--- config.mk ---
export PLATFORM = sky130hd
export DESIGN_NAME = tl_gpio_bank
export DESIGN_NICKNAME = d
export VERILOG_FILES = /design/src/rtl/tl_gpio_bank.sv
export SDC_FILE = /design/constraint.sdc
export NUM_CORES = 1
export LEC_CHECK = 0
export BUFFER_PORTS_ARGS = -buffer_cell sky130_fd_sc_hd__buf_4
export CORE_MARGIN = 2
export CORE_UTILIZATION = 59
export DETAILED_ROUTE_END_ITERATION = 8
export PLACE_DENSITY = 0.81
export SLEW_MARGIN = 20
export SYNTH_ARGS = -nofsm -noshare
export SYNTH_HDL_FRONTEND = slang
export SYNTH_SLANG_ARGS = --single-unit
export TNS_END_PERCENT = 30
--- constraint.sdc ---
create_clock -name gpio_clock_i -period 2.5 [get_ports gpio_clock_i]
set_clock_uncertainty 0.1 [all_clocks]
set_input_delay 0.375 -clock gpio_clock_i [delete_from_list [all_inputs] [get_ports gpio_clock_i]]
set_output_delay 0.375 -clock gpio_clock_i [all_outputs]
set_load 0.05 [all_outputs]
--- src/rtl/tl_gpio_bank.sv ---
// rtl/tl_gpio_bank.sv - TileLink-UL GPIO bank with synchronised inputs, sticky W1C pendings and atomic output set/clear
module tl_gpio_bank #(
    parameter int TL_RS       = 4,
    parameter int TL_SZ       = 4,
    parameter int PINS        = 32,
    parameter int SYNC_STAGES = 2
) (
    input  logic             gpio_clock_i,
    input  logic             gpio_reset_i,
    input  logic [2:0]       gpio_a_opcode,
    input  logic [2:0]       gpio_a_param,
    input  logic [TL_SZ-1:0] gpio_a_size,
    input  logic [TL_RS-1:0] gpio_a_source,
    input  logic [5:0]       gpio_a_address,
    input  logic [3:0]       gpio_a_mask,
    input  logic [31:0]      gpio_a_data,
    input  logic             gpio_a_corrupt,
    input  logic             gpio_a_valid,
    output logic             gpio_a_ready,
    output logic [2:0]       gpio_d_opcode,
    output logic [2:0]       gpio_d_param,
    output logic [TL_SZ-1:0] gpio_d_size,
    output logic [TL_RS-1:0] gpio_d_source,
    output logic             gpio_d_denied,
    output logic [31:0]      gpio_d_data,
    output logic             gpio_d_corrupt,
    output logic             gpio_d_valid,
    input  logic             gpio_d_ready,
    output logic [PINS-1:0]  gpio_int_o,
    input  logic [PINS-1:0]  gpio_input_i,
    output logic [PINS-1:0]  gpio_tristate_o,
    output logic [PINS-1:0]  gpio_output_o
);

    localparam logic [3:0] IDX_IN     = 4'd0;
    localparam logic [3:0] IDX_OUT    = 4'd1;
    localparam logic [3:0] IDX_OUTEN  = 4'd2;
    localparam logic [3:0] IDX_RIP    = 4'd3;
    localparam logic [3:0] IDX_RIE    = 4'd4;
    localparam logic [3:0] IDX_FIP    = 4'd5;
    localparam logic [3:0] IDX_FIE    = 4'd6;
    localparam logic [3:0] IDX_LIP    = 4'd7;
    localparam logic [3:0] IDX_LIE    = 4'd8;
    localparam logic [3:0] IDX_HIP    = 4'd9;
    localparam logic [3:0] IDX_HIE    = 4'd10;
    localparam logic [3:0] IDX_OUTSET = 4'd11;
    localparam logic [3:0] IDX_OUTCLR = 4'd12;

    localparam logic [2:0] OP_PUT_FULL    = 3'd0;
    localparam logic [2:0] OP_PUT_PARTIAL = 3'd1;
    localparam logic [2:0] OP_GET         = 3'd4;
    localparam logic [2:0] OP_ACK         = 3'd0;
    localparam logic [2:0] OP_ACK_DATA    = 3'd1;

    // Input synchroniser chain and previous-sample register
    logic [SYNC_STAGES-1:0][PINS-1:0] sync_q;
    logic [PINS-1:0] prev_q;

    // Software-visible registers
    logic [PINS-1:0] out_q, out_d;
    logic [PINS-1:0] outen_q, outen_d;
    logic [PINS-1:0] rip_q, rip_d, rie_q, rie_d;
    logic [PINS-1:0] fip_q, fip_d, fie_q, fie_d;
    logic [PINS-1:0] lip_q, lip_d, lie_q, lie_d;
    logic [PINS-1:0] hip_q, hip_d, hie_q, hie_d;

    // Response channel registers
    logic             d_valid_q, d_valid_d;
    logic [2:0]       d_opcode_q, d_opcode_d;
    logic [TL_SZ-1:0] d_size_q, d_size_d;
    logic [TL_RS-1:0] d_source_q, d_source_d;
    logic             d_denied_q, d_denied_d;
    logic [31:0]      d_data_q, d_data_d;

    logic            a_fire;
    logic [3:0]      idx;
    logic            op_get, op_put, denied, wr;
    logic [31:0]     bmask32;
    logic [PINS-1:0] wm, wbits;
    logic [PINS-1:0] rdata_pins;
    logic [PINS-1:0] s, ev_en, rise, fall, low, high;
    logic            unused_inputs;

    assign unused_inputs = ^{gpio_a_param, gpio_a_address[1:0], gpio_a_data};

    assign gpio_a_ready = !d_valid_q;
    assign a_fire       = gpio_a_valid && gpio_a_ready;

    assign idx    = gpio_a_address[5:2];
    assign op_get = (gpio_a_opcode == OP_GET);
    assign op_put = (gpio_a_opcode == OP_PUT_FULL) || (gpio_a_opcode == OP_PUT_PARTIAL);
    assign denied = (idx > IDX_OUTCLR) || !(op_get || op_put);
    assign wr     = a_fire && op_put && !denied && !gpio_a_corrupt;

    assign bmask32 = {{8{gpio_a_mask[3]}}, {8{gpio_a_mask[2]}},
                      {8{gpio_a_mask[1]}}, {8{gpio_a_mask[0]}}};
    assign wm      = bmask32[PINS-1:0];
    assign wbits   = gpio_a_data[PINS-1:0] & wm;

    // Pin events; the enable uses the next OUTEN so a write freezing a pin takes effect at once
    assign s     = sync_q[SYNC_STAGES-1];
    assign ev_en = ~outen_d;
    assign rise  = ev_en & ~prev_q &  s;
    assign fall  = ev_en &  prev_q & ~s;
    assign low   = ev_en & ~prev_q & ~s;
    assign high  = ev_en &  prev_q &  s;

    // Read mux on the register index
    always_comb begin
        rdata_pins = '0;
        case (idx)
            IDX_IN:    rdata_pins = s;
            IDX_OUT:   rdata_pins = out_q;
            IDX_OUTEN: rdata_pins = outen_q;
            IDX_RIP:   rdata_pins = rip_q;
            IDX_RIE:   rdata_pins = rie_q;
            IDX_FIP:   rdata_pins = fip_q;
            IDX_FIE:   rdata_pins = fie_q;
            IDX_LIP:   rdata_pins = lip_q;
            IDX_LIE:   rdata_pins = lie_q;
            IDX_HIP:   rdata_pins = hip_q;
            IDX_HIE:   rdata_pins = hie_q;
            default:   rdata_pins = '0;
        endcase
    end

    // Register next-state: masked writes, atomic set/clear, W1C where a new event wins
    always_comb begin
        out_d   = out_q;
        outen_d = outen_q;
        rie_d   = rie_q;
        fie_d   = fie_q;
        lie_d   = lie_q;
        hie_d   = hie_q;
        if (wr) begin
            case (idx)
                IDX_OUT:    out_d   = (out_q & ~wm) | wbits;
                IDX_OUTEN:  outen_d = (outen_q & ~wm) | wbits;
                IDX_RIE:    rie_d   = (rie_q & ~wm) | wbits;
                IDX_FIE:    fie_d   = (fie_q & ~wm) | wbits;
                IDX_LIE:    lie_d   = (lie_q & ~wm) | wbits;
                IDX_HIE:    hie_d   = (hie_q & ~wm) | wbits;
                IDX_OUTSET: out_d   = out_q | wbits;
                IDX_OUTCLR: out_d   = out_q & ~wbits;
                default:    out_d   = out_q;
            endcase
        end
        rip_d = (rip_q & ~((wr && idx == IDX_RIP) ? wbits : '0)) | rise;
        fip_d = (fip_q & ~((wr && idx == IDX_FIP) ? wbits : '0)) | fall;
        lip_d = (lip_q & ~((wr && idx == IDX_LIP) ? wbits : '0)) | low;
        hip_d = (hip_q & ~((wr && idx == IDX_HIP) ? wbits : '0)) | high;
    end

    // Response next-state: capture on A fire, hold until D is taken
    always_comb begin
        d_valid_d  = d_valid_q;
        d_opcode_d = d_opcode_q;
        d_size_d   = d_size_q;
        d_source_d = d_source_q;
        d_denied_d = d_denied_q;
        d_data_d   = d_data_q;
        if (d_valid_q && gpio_d_ready) begin
            d_valid_d = 1'b0;
        end
        if (a_fire) begin
            d_valid_d  = 1'b1;
            d_opcode_d = op_get ? OP_ACK_DATA : OP_ACK;
            d_size_d   = gpio_a_size;
            d_source_d = gpio_a_source;
            d_denied_d = denied;
            d_data_d   = (op_get && !denied) ? 32'(rdata_pins) : 32'd0;
        end
    end

    // Synchroniser and previous-sample flops
    always_ff @(posedge gpio_clock_i or negedge gpio_reset_i) begin
        if (!gpio_reset_i) begin
            sync_q <= '0;
            prev_q <= '0;
        end else begin
            sync_q <= {sync_q[SYNC_STAGES-2:0], gpio_input_i};
            prev_q <= s;
        end
    end

    // Register file state
    always_ff @(posedge gpio_clock_i or negedge gpio_reset_i) begin
        if (!gpio_reset_i) begin
            out_q   <= '0;
            outen_q <= '0;
            rip_q   <= '0;
            rie_q   <= '0;
            fip_q   <= '0;
            fie_q   <= '0;
            lip_q   <= '0;
            lie_q   <= '0;
            hip_q   <= '0;
            hie_q   <= '0;
        end else begin
            out_q   <= out_d;
            outen_q <= outen_d;
            rip_q   <= rip_d;
            rie_q   <= rie_d;
            fip_q   <= fip_d;
            fie_q   <= fie_d;
            lip_q   <= lip_d;
            lie_q   <= lie_d;
            hip_q   <= hip_d;
            hie_q   <= hie_d;
        end
    end

    // Response channel state; reset drops any pending response
    always_ff @(posedge gpio_clock_i or negedge gpio_reset_i) begin
        if (!gpio_reset_i) begin
            d_valid_q  <= 1'b0;
            d_opcode_q <= '0;
            d_size_q   <= '0;
            d_source_q <= '0;
            d_denied_q <= 1'b0;
            d_data_q   <= '0;
        end else begin
            d_valid_q  <= d_valid_d;
            d_opcode_q <= d_opcode_d;
            d_size_q   <= d_size_d;
            d_source_q <= d_source_d;
            d_denied_q <= d_denied_d;
            d_data_q   <= d_data_d;
        end
    end

    assign gpio_d_valid   = d_valid_q;
    assign gpio_d_opcode  = d_opcode_q;
    assign gpio_d_param   = 3'd0;
    assign gpio_d_size    = d_size_q;
    assign gpio_d_source  = d_source_q;
    assign gpio_d_denied  = d_denied_q;
    assign gpio_d_data    = d_data_q;
    assign gpio_d_corrupt = d_denied_q && (d_opcode_q == OP_ACK_DATA);

    assign gpio_int_o      = (rip_q & rie_q) | (fip_q & fie_q) | (lip_q & lie_q) | (hip_q & hie_q);
    assign gpio_tristate_o = outen_q;
    assign gpio_output_o   = out_q;

endmodule

======== Word level (Yosys, flattened, before mapping) ========
Cells that the tools add are included.
word-level totals
  input port bits ......................... 93
  output and inout bits ................... 146
  logic and storage cells ................. 119
  register bits ........................... 461
cells by class
  bitwise operators ....................... 45
  order comparisons ....................... 1
  muxes and demuxes ....................... 12
  reductions and logical operators ........ 27
  eq/ne operators ......................... 15
operators with widths
  cell                                                              number
  32-bit AND                                                        22
  32-bit bitwise OR                                                 14
  32-bit one-hot mux with 11 select lines                           1
  32-bit inverter                                                   9
  32-bit two-way mux                                                7
  32-bit one-hot mux with 3 select lines                            1
  4-bit == test (second input constant)                             5
  4-bit by 3-bit == test with 1-bit output (second input constant)  4
  1-bit logical AND                                                 11
  2-bit AND reduction                                               5
  4-bit by 2-bit == test with 1-bit output (second input constant)  2
  3-bit by 1-bit == test with 1-bit output (second input constant)  2
  4-bit by 1-bit == test with 1-bit output (second input constant)  1
  4-bit greater-than comparator (second input constant)             1
  1-bit zero test                                                   4
  4-bit zero test                                                   1
  3-bit == test (second input constant)                             1
  3-bit zero test                                                   1
  1-bit logical OR                                                  3
  1-bit two-way mux                                                 3
  3-bit nonzero test                                                1
  2-bit nonzero test                                                1

======== Logic depth before layout (Yosys ltp) ========
  depth after elaboration ................. 13
  depth in mapped cells ................... 10
  gate-level depth less buffers ........... 5

======== Least setup slack after synthesis ========
No wires, ideal clock.
  kind .................................... reg-to-reg
  start ................................... reg d_valid_q (netlist: gpio_d_valid)
  end ..................................... reg with a tool-made name
  period minus slack after synthesis ...... 2161 ps
  cell stages (with the launch flop) ...... 7
  setup slack ............................. 339 ps
  setup time .............................. 125 ps
  data required time ...................... 2275 ps
  arrival time ............................ 1936 ps
  path buffers ............................ 2
  cell sequence ........................... dfrtp_1 -> nand2b_1 -> clkbuf_1 -> nor3b_1 -> buf_2 -> nand4_2 -> mux2_2
RTL lines
  item                      RTL line  source
  start: declaration        68        logic d_valid_q, d_valid_d;
  start signal: assignment  223       d_valid_q <= d_valid_d;

======== Worst setup path after layout ========
  start ................................... reg d_valid_q (netlist: gpio_d_valid)
  end ..................................... reg fip_q[25]
on the way
  longest elaborated chain between the ends .. 10
  elaborated cells on any way between the ends .. 14
  classes of those cells .................. 2 x mux; 6 x bitwise; 6 x reduce/logical
ends and longest elaborated chain
  item                            RTL line  source
  1-bit zero test                 86        assign gpio_a_ready = !d_valid_q;
  1-bit logical AND               87        assign a_fire = gpio_a_valid && gpio_a_ready;
  1-bit logical AND (3 in a row)  93        assign wr = a_fire && op_put && !denied && !gpio_a_corrupt;
  32-bit two-way mux              135       if (wr) begin
  net outen_d[25]                 61        logic [PINS-1:0] outen_q, outen_d;
  32-bit inverter                 102       assign ev_en = ~outen_d;
  32-bit AND (2 in a row)         104       assign fall = ev_en & prev_q & ~s;
  32-bit bitwise OR               149       fip_d = (fip_q & ~((wr && idx == IDX_FIP) ? wbits : '0)) | fall;
  net fip_d[25]                   63        logic [PINS-1:0] fip_q, fip_d, fie_q, fie_d;
  end signal: assignment          204       fip_q <= fip_d;
  end: declaration                63
The timed path passes the listed nets, and every way through them passes these cells.
A chain may end at the register's enable or synchronous reset.

==> flow_metrics.py <==
metrics = {
    "clocking": {
        "clk_path_buf_depth": 3,
        "cts.htree.levels": 2,
        "cts_sinks": 459,
        "clk_latency_ns": 0.56,
        "ctsResizeCount": 0,
        "numCtsBuffers": 47,
        "cts_tree": "yes",
        "clkTransAtPathRegs_ns": 0.06,
        "root_buffer": "clkbuf_16",
    },
    "place": {
        "io_buffers": 228,
        "place_hpwl_um": 47620,
        "gp_congestion": 0.9628,
        "placed_cell_area_um2": 23430,
    },
    "critical_path": {
        "crit_path_frequent_cell": "buf_4",
        "rr_endpoint": "fip_q[25]",
        "rrSetupSlack_ns": 0.18,
        "rr_worst_depth": 7,
        "slowest_delay_ns": 0.41,
        "cp.required_ns": 2.84,
        "worstPathCellList": "nor2b_1, buf_4, and3_1, buf_4, nand2_8, mux2_4, o31ai_1",
        "cp_slowest_cell": "dfrtp_1",
        "critical_path_class": "register to register",
        "critPathArrivalTime_ns": 2.66,
        "r2r_start": "gpio_d_valid",
        "cp_max_fo": 9,
        "cp-end-kind": "register",
        "start_kind": "register",
    },
    "floorplanning": {
        "start_util_pct": 59.64,
        "row_count": 68,
        "die_h_um": 190.4,
        "num_io_pins": 239,
        "core-area_um2": 34370,
        "dieArea_um2": 36250,
        "dieWidth_um": 190.4,
    },
    "logic_synthesis": {
        "synth_area_um2": 20500,
        "async_flop_share_pct": 100.0,
        "synth_top_cells_by_count": "dfrtp_1, o21ai_0, o31ai_1",
        "synth_area_leader_cell": "dfrtp_1",
        "synth_edf_count": 0,
        "synthCells": 1765,
        "synth_top_area_share_pct": 56.03,
        "avgSynthCellArea_um2": 11.61,
        "synth_most_common_cell": "dfrtp_1",
        "yosys_warnings": 0,
        "yosys_most_used_dff": "dfrtp_1",
        "synth_seq_cells": 459,
        "seq_area_frac_synth_pct": 56.03,
        "ys_types": 63,
        "synthTopCellsByArea": "dfrtp_1, mux2_2, o21ai_0",
    },
    "routing": {
        "drtPass1Iterations": 6,
        "drc": 0,
        "wl_per_cell_um": 27.61,
        "drt-met1-wl_um": 25990,
        "dr_wl_met2_um": 31660,
        "vias": 18140,
        "routed_wl_um": 72160,
        "wl_met3_um": 9819,
        "drt-initial-drc-count": 2410,
        "vias_per_cell": 6.941,
        "ant_nets": 0,
        "dr.max_layer_used": "met4",
    },
    "timing": {
        "grt_setup_unrepaired": "no",
        "maxSlewViolCount": 0,
        "finalHoldViolations": 0,
        "max_freq_ghz": 0.4315,
        "fin_crit_ns": 2.317,
        "tightest_slew_ns": 1.039,
        "slew_headroom_pct": 30.58,
        "fin_crit_sh_pct": 92.69,
        "timing.setup.tns_ns": 0,
        "finalSetupViolations": 0,
    },
    "global_routing": {
        "grt_usage_pct": 39.82,
        "grt_pass1_wl_um": 108000,
        "antenna_found_initial": 0,
        "gr-total-overflow": 0,
        "grt_start_max_net_pins": 74,
        "grt_pass1_vias": 17990,
    },
    "finish": {
        "synthToLayoutAreaGrowth_pct": 24.59,
        "antenna_cells": 0,
        "nNetsFinal": 2215,
        "fin_area_um2": 25540,
        "multi_input_area_um2": 8285,
        "regArea_um2": 11490,
        "fin_util_pct": 74.30,
        "fill_cells": 2286,
        "drive_gt1_share_pct": 28.96,
    },
    "power_and_ir_drop": {
        "ir_worst_vdd_v": 0.0007090,
        "p_leak_nw": 11.84,
        "power_density_nw_per_um2": 683.3,
    },
    "outcome": {
        "outcome": "finished, final reports clean",
    },
    "worst_hold_path": {
        "hold_start": "gpio_a_data[31]",
        "hold_path_class": "input port to register",
        "holdPathStages": 2,
    },
    "job": {
        "cap_violations": 0,
    },
}
worst max-delay path by stage:
stage	start	end	slack (ns)	cells after the start
floorplan	gpio_d_valid	register	0.34	6
global placement	gpio_a_address[4]	gpio_output_o[28]	0.15	8
detailed placement	gpio_a_address[2]	rip_q[24]	0.1	8
CTS	gpio_d_valid	hip_q[27]	0.23	7
global route	gpio_d_valid	gpio_d_data[24]	0.004	7
finish	gpio_d_valid	fip_q[25]	0.18	7
cells in the final DEF (no fill, tap or decap), types with 18 or more instances in the layout:
cell type	count
a21oi_1	18
mux2_2	126
mux2i_1	42
mux2_4	32
a22oi_1	117
clkbuf_16	47
dfrtp_1	459
dlygate4sd3_1	56
buf_4	339
nand2_1	129
nor2_1	32
a221oi_1	20
a32oi_1	18
inv_1	67
o21ai_0	250
o31ai_1	131
worst max-delay path, delay by kind of cell (launching register included):
kind,cells,cell delay (ns)
muxes,1,0.37
AOI/OAI and AO/OA,1,0.28
and+or+nand+nor,3,0.59
buffers and inverters,2,0.44
DFF,1,0.41
stage by stage:
stage | setup WS, ns | hold slack (ns) | std cells | total power [W]
after floorplan | 0.3390 | -0.02059 | 1769 | 0.009276
after global placement | 0.1526 | 0.2314 | 2472 | 0.01031
after detailed placement | 0.09845 | 0.2355 | 2472 | 0.01036
after CTS | 0.2294 | 0.0008374 | 2613 | 0.01742
after global routing | 0.003626 | 0.002728 | 2613 | 0.01795
final | 0.1828 | 0.004854 | 2613 | 0.01745
report_power, final:
part	switching (W)	internal, W	leakage [nW]	total (W)
Combinational	0.00166	0.000797	5.59	0.00246
Clock	0.00294	0.00414	0.770	0.00708
Sequential	0.000232	0.00768	5.48	0.00791
Total	0.00483	0.0126	11.8	0.0175
final cells by class:
class                           count  share of cell area (%)
Inverter                           67                  0.9847
Clock inverter                     21                  0.8524
Clock buffer                       64                   5.207
Timing Repair Buffer              410                   13.32
Multi-Input combinational cell   1137                   32.44
Sequential cell                   459                   44.97
Tap cell                          455                   2.229
cells by family (layout without fill, tap and decap cells):
family	after synthesis	in the layout	synth area share (%)
DFF	459	459	56.03
other	1	5	0.01829
and+or+nand+nor	261	261	6.659
muxes	216	216	12.30
AOI/OAI and AO/OA	655	655	21.29
buffers and inverters	173	562	3.699
routing by layer:
| metal | vias to the layer above | global-route usage (%) |
|---|---|---|
| li1 | 7367 | - |
| met1 | 8861 | 52.49 |
| met2 | 1495 | 59.20 |
| met3 | 413 | 11.63 |
| met4 | 0 | 22.78 |
| met5 | - | 0 |
repair_timing:
item / in CTS / in global routing
hold buffers: 56 / 0
buffers inserted: 0 / 0
endpoints found under the hold margin: 108 / 0
Note: power is estimated with default switching activity, not from simulation.
